--- src/rtl/meas_pkg.sv ---
// Shared definitions for the measurement datapath:
// counting modes, packer FSM encoding, default widths.
package meas_pkg;

  localparam int W_DEF = 24;

  localparam logic MODE_ADC = 1'b0;
  localparam logic MODE_AVK = 1'b1;

  typedef enum logic [1:0] {
    S_IDLE  = 2'd0,
    S_ARMED = 2'd1,
    S_CALC  = 2'd2,
    S_PUSH  = 2'd3
  } pack_state_e;

endpackage

--- src/rtl/sample_queue.sv ---
// Small synchronous staging FIFO for packed samples.
// Pointers carry a wrap bit so full/empty need no counter.
module sample_queue
  import meas_pkg::*;
#(
  parameter int W      = W_DEF,
  parameter int QDEPTH = 2
) (
  input  logic         clk_i,
  input  logic         rst_i,
  input  logic         flush_i,
  input  logic         push_i,
  input  logic [W-1:0] data_i,
  input  logic         pop_i,
  output logic [W-1:0] head_o,
  output logic         full_o,
  output logic         empty_o
);

  localparam int AW = $clog2(QDEPTH);

  logic [W-1:0] mem_q [QDEPTH];
  logic [AW:0]  wr_q, wr_d;
  logic [AW:0]  rd_q, rd_d;
  logic         do_push;
  logic         do_pop;

  assign empty_o = (wr_q == rd_q);
  assign full_o  = (wr_q[AW] != rd_q[AW]) &&
                   (wr_q[AW-1:0] == rd_q[AW-1:0]);
  assign head_o  = mem_q[rd_q[AW-1:0]];

  assign do_push = push_i && !full_o && !flush_i;
  assign do_pop  = pop_i && !empty_o && !flush_i;

  // pointer next-state: flush empties, else advance on push/pop
  always_comb begin
    wr_d = wr_q;
    rd_d = rd_q;
    if (flush_i) begin
      wr_d = '0;
      rd_d = '0;
    end else begin
      if (do_push) wr_d = wr_q + 1'b1;
      if (do_pop)  rd_d = rd_q + 1'b1;
    end
  end

  // pointer registers
  always_ff @(posedge clk_i) begin
    if (rst_i) begin
      wr_q <= '0;
      rd_q <= '0;
    end else begin
      wr_q <= wr_d;
      rd_q <= rd_d;
    end
  end

  // storage write
  always_ff @(posedge clk_i) begin
    if (do_push) mem_q[wr_q[AW-1:0]] <= data_i;
  end

endmodule

--- src/rtl/count_sample_packer.sv ---
// Turns counter totals into 24-bit samples and drains them
// into the measurement FIFO, counting back-pressure drops.
module count_sample_packer
  import meas_pkg::*;
#(
  parameter int W      = W_DEF,
  parameter int QDEPTH = 2,
  parameter int DROPW  = 8
) (
  input  logic             clk_12mhz,
  input  logic             rst_sync,
  input  logic             count_mode,
  input  logic [W-1:0]     count_p,
  input  logic [W-1:0]     count_m,
  input  logic             rising_edge,
  input  logic             falling_edge,
  input  logic             fifo_full,
  input  logic             fifo_level_reset,
  input  logic             drop_clr,
  output logic [W-1:0]     count,
  output logic             fifo_wr_en,
  output logic [DROPW-1:0] drop_cnt,
  output logic             underflow
);

  pack_state_e      state_q, state_d;
  logic [W-1:0]     op_a_q, op_a_d;
  logic [W-1:0]     op_b_q, op_b_d;
  logic             mode_q, mode_d;
  logic [W-1:0]     sample_q, sample_d;
  logic [W-1:0]     count_q, count_d;
  logic             wr_q, wr_d;
  logic [DROPW-1:0] drop_q, drop_d;
  logic             uf_q, uf_d;

  logic             uf_set;
  logic             push_req;
  logic             can_drain;
  logic             pop;
  logic             bypass;
  logic             q_push;
  logic             drop_ev;
  logic [W-1:0]     q_head;
  logic             q_full;
  logic             q_empty;

  localparam logic [DROPW-1:0] DROP_ONE = {{(DROPW-1){1'b0}}, 1'b1};

  sample_queue #(
    .W      (W),
    .QDEPTH (QDEPTH)
  ) u_queue (
    .clk_i   (clk_12mhz),
    .rst_i   (rst_sync),
    .flush_i (fifo_level_reset),
    .push_i  (q_push),
    .data_i  (sample_q),
    .pop_i   (pop),
    .head_o  (q_head),
    .full_o  (q_full),
    .empty_o (q_empty)
  );

  // capture/compute FSM next state
  always_comb begin
    state_d  = state_q;
    op_a_d   = op_a_q;
    op_b_d   = op_b_q;
    mode_d   = mode_q;
    sample_d = sample_q;
    uf_set   = 1'b0;
    push_req = 1'b0;
    if (fifo_level_reset) begin
      state_d = S_IDLE;
    end else begin
      unique case (state_q)
        S_IDLE: begin
          if (count_mode == MODE_ADC) begin
            if (falling_edge) begin
              op_a_d  = count_p;
              op_b_d  = '0;
              mode_d  = MODE_ADC;
              state_d = S_CALC;
            end
          end else if (rising_edge) begin
            mode_d  = MODE_AVK;
            state_d = S_ARMED;
          end
        end
        S_ARMED: begin
          if (count_mode != mode_q) begin
            state_d = S_IDLE;
          end else if (falling_edge) begin
            op_a_d  = count_p;
            op_b_d  = count_m;
            state_d = S_CALC;
          end
        end
        S_CALC: begin
          if (mode_q == MODE_ADC) begin
            sample_d = op_a_q;
          end else if (op_b_q > op_a_q) begin
            sample_d = '0;
            uf_set   = 1'b1;
          end else begin
            sample_d = op_a_q - op_b_q;
          end
          state_d = S_PUSH;
        end
        S_PUSH: begin
          push_req = 1'b1;
          if (count_mode == MODE_AVK && rising_edge) begin
            mode_d  = MODE_AVK;
            state_d = S_ARMED;
          end else begin
            state_d = S_IDLE;
          end
        end
        default: state_d = S_IDLE;
      endcase
    end
  end

  // drain/enqueue steering; an empty queue is bypassed
  always_comb begin
    can_drain = !fifo_full && !fifo_level_reset;
    pop       = can_drain && !q_empty;
    bypass    = can_drain && q_empty && push_req;
    q_push    = push_req && !bypass && !q_full;
    drop_ev   = push_req && !bypass && q_full;
    wr_d      = pop || bypass;
    count_d   = count_q;
    if (pop)         count_d = q_head;
    else if (bypass) count_d = sample_q;
  end

  // drop counter and sticky underflow
  always_comb begin
    drop_d = drop_q;
    if (drop_clr) begin
      drop_d = drop_ev ? DROP_ONE : '0;
    end else if (drop_ev && drop_q != '1) begin
      drop_d = drop_q + 1'b1;
    end
    uf_d = uf_q;
    if (drop_clr) uf_d = 1'b0;
    if (uf_set)   uf_d = 1'b1;
  end

  // state registers
  always_ff @(posedge clk_12mhz) begin
    if (rst_sync) begin
      state_q  <= S_IDLE;
      op_a_q   <= '0;
      op_b_q   <= '0;
      mode_q   <= MODE_ADC;
      sample_q <= '0;
      count_q  <= '0;
      wr_q     <= 1'b0;
      drop_q   <= '0;
      uf_q     <= 1'b0;
    end else begin
      state_q  <= state_d;
      op_a_q   <= op_a_d;
      op_b_q   <= op_b_d;
      mode_q   <= mode_d;
      sample_q <= sample_d;
      count_q  <= count_d;
      wr_q     <= wr_d;
      drop_q   <= drop_d;
      uf_q     <= uf_d;
    end
  end

  assign count      = count_q;
  assign fifo_wr_en = wr_q;
  assign drop_cnt   = drop_q;
  assign underflow  = uf_q;

endmodule

--- config.mk ---
export PLATFORM = sky130hd
export DESIGN_NAME = count_sample_packer
export DESIGN_NICKNAME = d
export VERILOG_FILES = /design/src/rtl/meas_pkg.sv /design/src/rtl/sample_queue.sv /design/src/rtl/count_sample_packer.sv
export SDC_FILE = /design/constraint.sdc
export NUM_CORES = 1
export LEC_CHECK = 0
export ABC_CLOCK_PERIOD_IN_PS = 7950
export CAP_MARGIN = 30
export CORE_MARGIN = 4
export CORE_UTILIZATION = 60
export DETAILED_ROUTE_END_ITERATION = 7
export GPL_TIMING_DRIVEN = 0
export PLACE_DENSITY = 0.84
export SLEW_MARGIN = 20
export SYNTH_ARGS = -nofsm -noshare
export SYNTH_HDL_FRONTEND = slang
export SYNTH_SLANG_ARGS = --single-unit
--- constraint.sdc ---
create_clock -name clk_12mhz -period 7.95 [get_ports clk_12mhz]
set_input_delay 1.1925 -clock clk_12mhz [delete_from_list [all_inputs] [get_ports clk_12mhz]]
set_output_delay 1.1925 -clock clk_12mhz [all_outputs]
set_load 0.01 [all_outputs]
# Word-level counts from Yosys, hierarchy flattened
# Memory sizes are Yosys's and may differ from the RTL's. A register that Yosys moved wholly into a read port is not among the register bits.
# Cells that the tools add are included.
classes:
  n_div: 0
  add_sub_neg: 4
  n_bitwise: 1
  n_shift: 0
  n_eq_ne: 15
  reduce_logical: 31
  n_lt_le_gt_ge: 1
  n_mux: 39
  mul: 0
ops:
  columns: ["cell", "count"]
  rows:
  - ["two-way mux 24 bit", 11]
  - ["one-hot mux 24 bit (2 select lines)", 2]
  - ["> comparator 24 bit", 1]
  - ["subtractor 24 bit", 1]
  - ["two-way mux 1 bit", 18]
  - ["two-way mux 8 bit", 2]
  - ["logical AND 1 bit", 14]
  - ["inequality test 2 bit (second input constant)", 5]
  - ["nonzero test 2 bit", 5]
  - ["adder 8 x 1 -> 8 bit (second input constant)", 1]
  - ["two-way mux 2 bit", 4]
  - ["inequality test 8 bit (second input constant)", 1]
  - ["one-hot mux 2 bit (4 select lines)", 1]
  - ["inequality test 3 bit (second input constant)", 2]
  - ["AND reduction 6 bit", 1]
  - ["logical NOT 1 bit", 5]
  - ["AND reduction 5 bit", 1]
  - ["adder 2 x 1 -> 2 bit (second input constant)", 2]
  - ["equality test 2 bit (second input constant)", 2]
  - ["AND reduction 4 bit", 1]
  - ["equality test 2 x 1 -> 1 bit (second input constant)", 1]
  - ["equality test 2 bit", 1]
  - ["logical NOT 2 bit", 1]
  - ["inequality test 1 bit", 2]
  - ["other kinds (6)", 6]
word_totals:
  latchBits: 0
  out_inout_bits: 34
  memories: 1
  rom_bits: 0
  reg_bits: 113
  in_bits: 56
  wordCells: 103
  ram_bits: 48
mem_list:
  columns: ["memory", "words", "word_bits", "read_ports", "rd_ports_with_merged_regs", "wr", "line_no", "source"]
  rows:
  - ["u_queue.mem_q", 2, 24, 1, 1, 1, "sample_queue.sv:22", "logic [W-1:0] mem_q [QDEPTH];"]

# Depth between registers and ports, before layout
depth:
  word_depth: 11
  mapped_depth: 11
  depth_no_buf: 10

# Cells and area by module
# From an unflattened synthesis, not the netlist that was laid out.
unflattened:
  hier_cells: 847
  area_unflattened_um2: 7731.2
modules_own_cells:
  columns: ["mod", "cells_each", "n_inst", "seq_area_each_um2", "area_per_inst_um2"]
  rows:
  - ["count_sample_packer", 741, 1, 2182.1, 5729.2]
  - ["sample_queue", 106, 1, 1541.5, 2001.9]

# Worst setup path before layout
# No wires, ideal clock.
synth_timing:
  kind: "input port to flip-flop"
  start: "input port fifo_level_reset"
  end: "memory u_queue.mem_q[0][0] (netlist bit) (enable)"
  arrival_time_ns: 3.264
  setup_slack_ns: 4.250
  setup_ns: 0.435
  n_path_buf: 1
  t_required_ns: 7.515
  path_stages: 3
  path_cell_list: "buf_2 nand3b_1 nor3_1"
synth_between:
  elab_chain_len: 11
  word_cells_on_any_way: 12
  cone_classes: "3 x mux; 9 x reduce/logical"
synth_rtl:
  columns: ["item", "line_no", "source"]
  rows:
  - ["from (decl)", "count_sample_packer.sv:18", "input logic fifo_level_reset,"]
  - ["logical NOT 1 bit", "sample_queue.sv:33, count_sample_packer.sv:126", null]
  - ["logical AND 1 bit", "count_sample_packer.sv:126", "can_drain = !fifo_full && !fifo_level_reset;"]
  - ["logical AND 1 bit (2 in series)", "count_sample_packer.sv:128", "bypass = can_drain && q_empty && push_req;"]
  - ["logical NOT 1 bit", "count_sample_packer.sv:129", "q_push = push_req && !bypass && !q_full;"]
  - ["logical AND 1 bit (2 in series)", "count_sample_packer.sv:129", null]
  - ["logical AND 1 bit", "sample_queue.sv:33", "assign do_push = push_i && !full_o && !flush_i;"]
  - ["logical AND 1 bit *", "sample_queue.sv:33", null]
  - ["two-way mux 1 bit *", "sample_queue.sv:62", "if (do_push) mem_q[wr_q[AW-1:0]] <= data_i;"]
  - ["two-way mux 1 bit (implied by the code) *", "sample_queue.sv:62", null]
  - ["to (decl)", "sample_queue.sv:22", null]
# Mark *: on every way between the ends. The rest lies on a longest branch, timed or not.

# Worst setup path in the final report
layout_timing:
  start: "register op_a_q[0]"
  end: "register sample_q[3]"
layout_between:
  elab_chain_len: 3
  word_cells_on_any_way: 4
  cone_classes: "1 x add/sub; 1 x order compare; 2 x mux"
layout_rtl:
  columns: ["item", "line_no", "source"]
  rows:
  - ["from (decl)", "count_sample_packer.sv:27", "logic [W-1:0] op_a_q, op_a_d;"]
  - ["from (signal assigned)", "count_sample_packer.sv:164", "op_a_q <= op_a_d;"]
  - ["subtractor 24 bit or > comparator 24 bit (tied branches)", "count_sample_packer.sv:106, count_sample_packer.sv:102", null]
  - ["two-way mux 24 bit *", "count_sample_packer.sv:102", "end else if (op_b_q > op_a_q) begin"]
  - ["two-way mux 24 bit *", "count_sample_packer.sv:100", "if (mode_q == MODE_ADC) begin"]
  - ["to (signal assigned)", "count_sample_packer.sv:167", "sample_q <= sample_d;"]
  - ["to (decl)", "count_sample_packer.sv:30", "logic [W-1:0] sample_q, sample_d;"]
# Marked as above.
# A chain may end at the register's enable or synchronous reset.

==> summary.md <==
| Metric | Value |
|---|---|
| Crit Path Class | reg2reg |
| Clk root buf | clkbuf_16 |
| Area growth from synthesis to final layout | 20.7% |
| Core Region | 0.0128 mm^2 |
| Post-synth EDFFs | 48 |
| Post-synth net total | 951 |
| Leakage | 3.36 nW |
| Post-synth ARST share | 0% |
| Cts-stage hold buffer count | 0 |
| Max Fanout on Critical Path | 10 |
| Vias in the first global route | 6292 |
| Number of H-tree levels | 4 |
| Max-slew violations | 0 |
| Net Sw Power | 0.473 mW |
| Data required, critical path | 8.24 ns |
| Register area share after synthesis | 46.8% |
| Clk_lat worst skew | 0.42 ns |
| CTS clk-pin slew, worst paths | 0.07 ns |
| Worst slack at placement | 4.69 ns |
| Ratio of cells with drive above 1 in the final layout | 6.75% |
| Clk_skew | 0.00953 ns |
| Reg area | 0.00372 mm^2 |
| Final min period | 2.98 ns |
| Post-synth top flop | dfxtp_1 |
| First-pass GRT wire length | 31.4 mm |
| Total iterations of the first detailed-routing run | 5 |
| # rows | 41 |
| Yosys warns | 0 |
| Reg2Reg Launch Point | op_a_q[0] |
| TritonCTS clock tree | yes |
| Hold crit path type | reg2reg |
| Clock share of power | 40.3% |
| Setup violators final | 0 |
| PostCTS Resize Cnt | 0 |
| CTS buffer count | 17 |
| Fmax | 0.336 GHz |
| Antenna fix cells | 0 |
| Number of port buffers | 88 |
| Syn Std Cell Area | 0.00796 mm^2 |
| Nets | 1061 |
| Gr usage total | 26.7% |
| WP data arrival | 3.26 ns |
| Syn Inst Count | 869 |
| Crit. End Element | flip-flop |
| WL per Instance | 17.2 um |
| DR iter-0 viols | 517 |
| Slew @ Worst Pin | 0.900 ns |
| Die Span Y | 123 um |
| Pin count of the biggest net entering global routing | 26 |
| Fill count | 980 |
| Clock buffer depth | 2 |
| Total die area | 0.0152 mm^2 |
| GP Congestion | 0.968 |
| Via count | 6761 |
| Die Wd | 123 um |
| Most used cell, CP | inv_1 |
| Status | finished clean |
| Setup tns final | 0 ns |
| Post-route ant nets | 0 |
| Netlist cell types | 67 |
| Total grt overflow | 0 |
| Combinational group share of total power | 12.0% |
| Starting Density | 62.0% |
| Final hold vios | 0 |
| CP peak stage delay | 0.47 ns |
| Area of the multi-input gates | 0.00385 mm^2 |
| Setup ws final | 4.97 ns |
| Power Density | 190 mW/mm^2 |
| Worst hold start | op_b_q[8] |
| CP Cell Sequence | inv_1 -> ha_1 -> inv_1 -> fa_1 -> a211oi_1 -> o211ai_2 -> nand4_2 -> a311oi_4 -> buf_4 -> a221oi_1 -> nor2_1 |
| Setup crit start | op_a_q[0] |
| Switching Fraction | 26.0% |
| Final wirelength | 20.1 mm |
| Total clock sinks | 162 |
| # DRC | 0 |
| Initial antenna violation count | 0 |
| Unrepaired setup endpoints after global routing | false |
| Top Ports | 90 |
| P_int | 1.35 mW |
| Synth Register Bits | 162 |
| Max-Cap Viols | 0 |
| Final period util | 37.4% |
| DP Wirelength | 15.1 mm |
| Syn Area/Cell | 9.15 um^2 |
| # Post-CTS Setup Buffers | 0 |
| Slowest cell on the critical path | a221oi_1 |
| CP Launch Type | flip-flop |
| Max_slew headroom | 39.6% |
| Routed vias/inst | 5.81 |
| Peak VDD IR | 134 uV |
| Sequential fraction of design power | 47.8% |
[flip-flops by register name, indices dropped and copies added, names as in the netlist, named ones only]
signal and cells:
op_b_q 24, op_a_q 24, drop_cnt 8, underflow 1, sample_q 24, count 24, mode_q 1, u_queue.rd_q 2
u_queue.mem_q 48, fifo_wr_en 1, u_queue.wr_q 2, state_q 2
[power groups by stage]
stage               Combinational, mW  Sequential (mW)  Clock (mW)
floorplan                       0.146            0.882           0
global placement                0.211            0.886           0
detailed placement              0.213            0.887           0
CTS                             0.214            0.869       0.734
global route                    0.237            0.870       0.770
finish                          0.218            0.869       0.733
[worst max-delay path, delay by kind of cell (launching register included)]
family	cells	cell delay [ns]
flops	1	0.35
buf+inv	3	0.34
simple gates	2	0.34
compound gates	4	1.23
fa+ha+maj	2	0.58
[area by class of cell]
type	count	area share [%]
buffer	59	2.66
timing repair buffer	91	9.45
tap	172	2.24
multi-input combinational	613	40.1
clock buffer	19	4.51
inverter	35	1.37
clock inverter	13	0.886
sequential	162	38.8
[path summary, 6_finish.rpt]
check	to	slack (ns)	depth (start not counted)
setup reg to reg	sample_q[3]	4.97	11
hold reg to reg	op_b_q[8]	0.45	2
hold / removal	op_b_q[8]	0.45	2
setup / recovery	sample_q[3]	4.97	11
[stage by stage]
| stage | hold slack [ns] | util [%] | total power, mW | area (um^2) | cells |
|---|---|---|---|---|---|
| 5_1_grt | 0.468 | 74.9 | 1.88 | 9600 | 1164 |
| 2_1_floorplan | 0.432 | - | 1.03 | 7960 | 869 |
| 3_5_place_dp | 0.446 | 70.8 | 1.10 | 9080 | 1132 |
| 4_1_cts | 0.452 | 74.9 | 1.82 | 9600 | 1164 |
| 3_3_place_gp | 0.439 | 70.6 | 1.10 | 9050 | 1129 |
| 6_report | 0.453 | 74.9 | 1.82 | 9600 | 1164 |
[per-layer routing]
metal,vias up,global-route usage (%),part of all wire [%]
met5,-,0,0
met4,0,9.83,2.1
met3,34,4.99,6.4
met2,238,42.4,46
met1,3134,36.6,46
li1,3355,-,-
[kinds of logic (layout without fill, tap and decap cells)]
logic type,after synthesis,in the layout,share of synthesized area (%)
and+or+nand+nor,282,282,17.0
AOI/OAI and AO/OA,253,253,21.0
DFF,162,162,46.8
buffers and inverters,94,217,4.86
muxes,28,28,3.52
adders and majority gates,26,26,4.18
xor gates and xnor gates,24,24,2.64
[Yosys cell counts (3+ instances only)]
cell type / count / area (um^2)
dfxtp_1: 114 / 2280
nand2_1: 106 / 398
a21oi_1: 96 / 480
nor2_1: 60 / 225
a211oi_1: 53 / 398
edfxtp_1: 48 / 1440
clkbuf_1: 39 / 146
o21ai_0: 38 / 190
inv_1: 35 / 131
nor2b_1: 30 / 188
nand3_1: 29 / 145
mux2i_1: 28 / 280
ha_1: 25 / 313
buf_2: 15 / 75.1
xnor2_1: 12 / 105
xor2_1: 12 / 105
a21o_1: 10 / 75.1
a221oi_1: 10 / 87.6
nand4_1: 10 / 62.6
nor3_1: 8 / 40.0
or3_1: 8 / 50.1
and3_1: 6 / 37.5
o211ai_1: 6 / 45.0
a31oi_1: 4 / 25.0
buf_4: 4 / 30.0
o21a_1: 4 / 30.0
a2111oi_0: 3 / 26.3
and2_1: 3 / 18.8
o221ai_1: 3 / 26.3
[layout by cell type (no fill, tap or decap), types with 6 or more instances in the layout]
cell type / n
buf_4: 6
a221oi_1: 10
a211oi_1: 53
nand4_1: 10
o211ai_1: 6
xor2_1: 12
clkbuf_1: 41
or3_1: 8
mux2i_1: 28
dfxtp_1: 114
a21oi_1: 96
nand3_1: 29
and3_1: 6
nor3_1: 7
edfxtp_1: 48
xnor2_1: 12
clkbuf_16: 17
clkdlybuf4s50_1: 88
nor2_1: 60
ha_1: 25
inv_1: 35
buf_2: 15
o21ai_0: 38
nor2b_1: 30
a21o_1: 10
nand2_1: 106
Power figures use the tool's default switching activity.
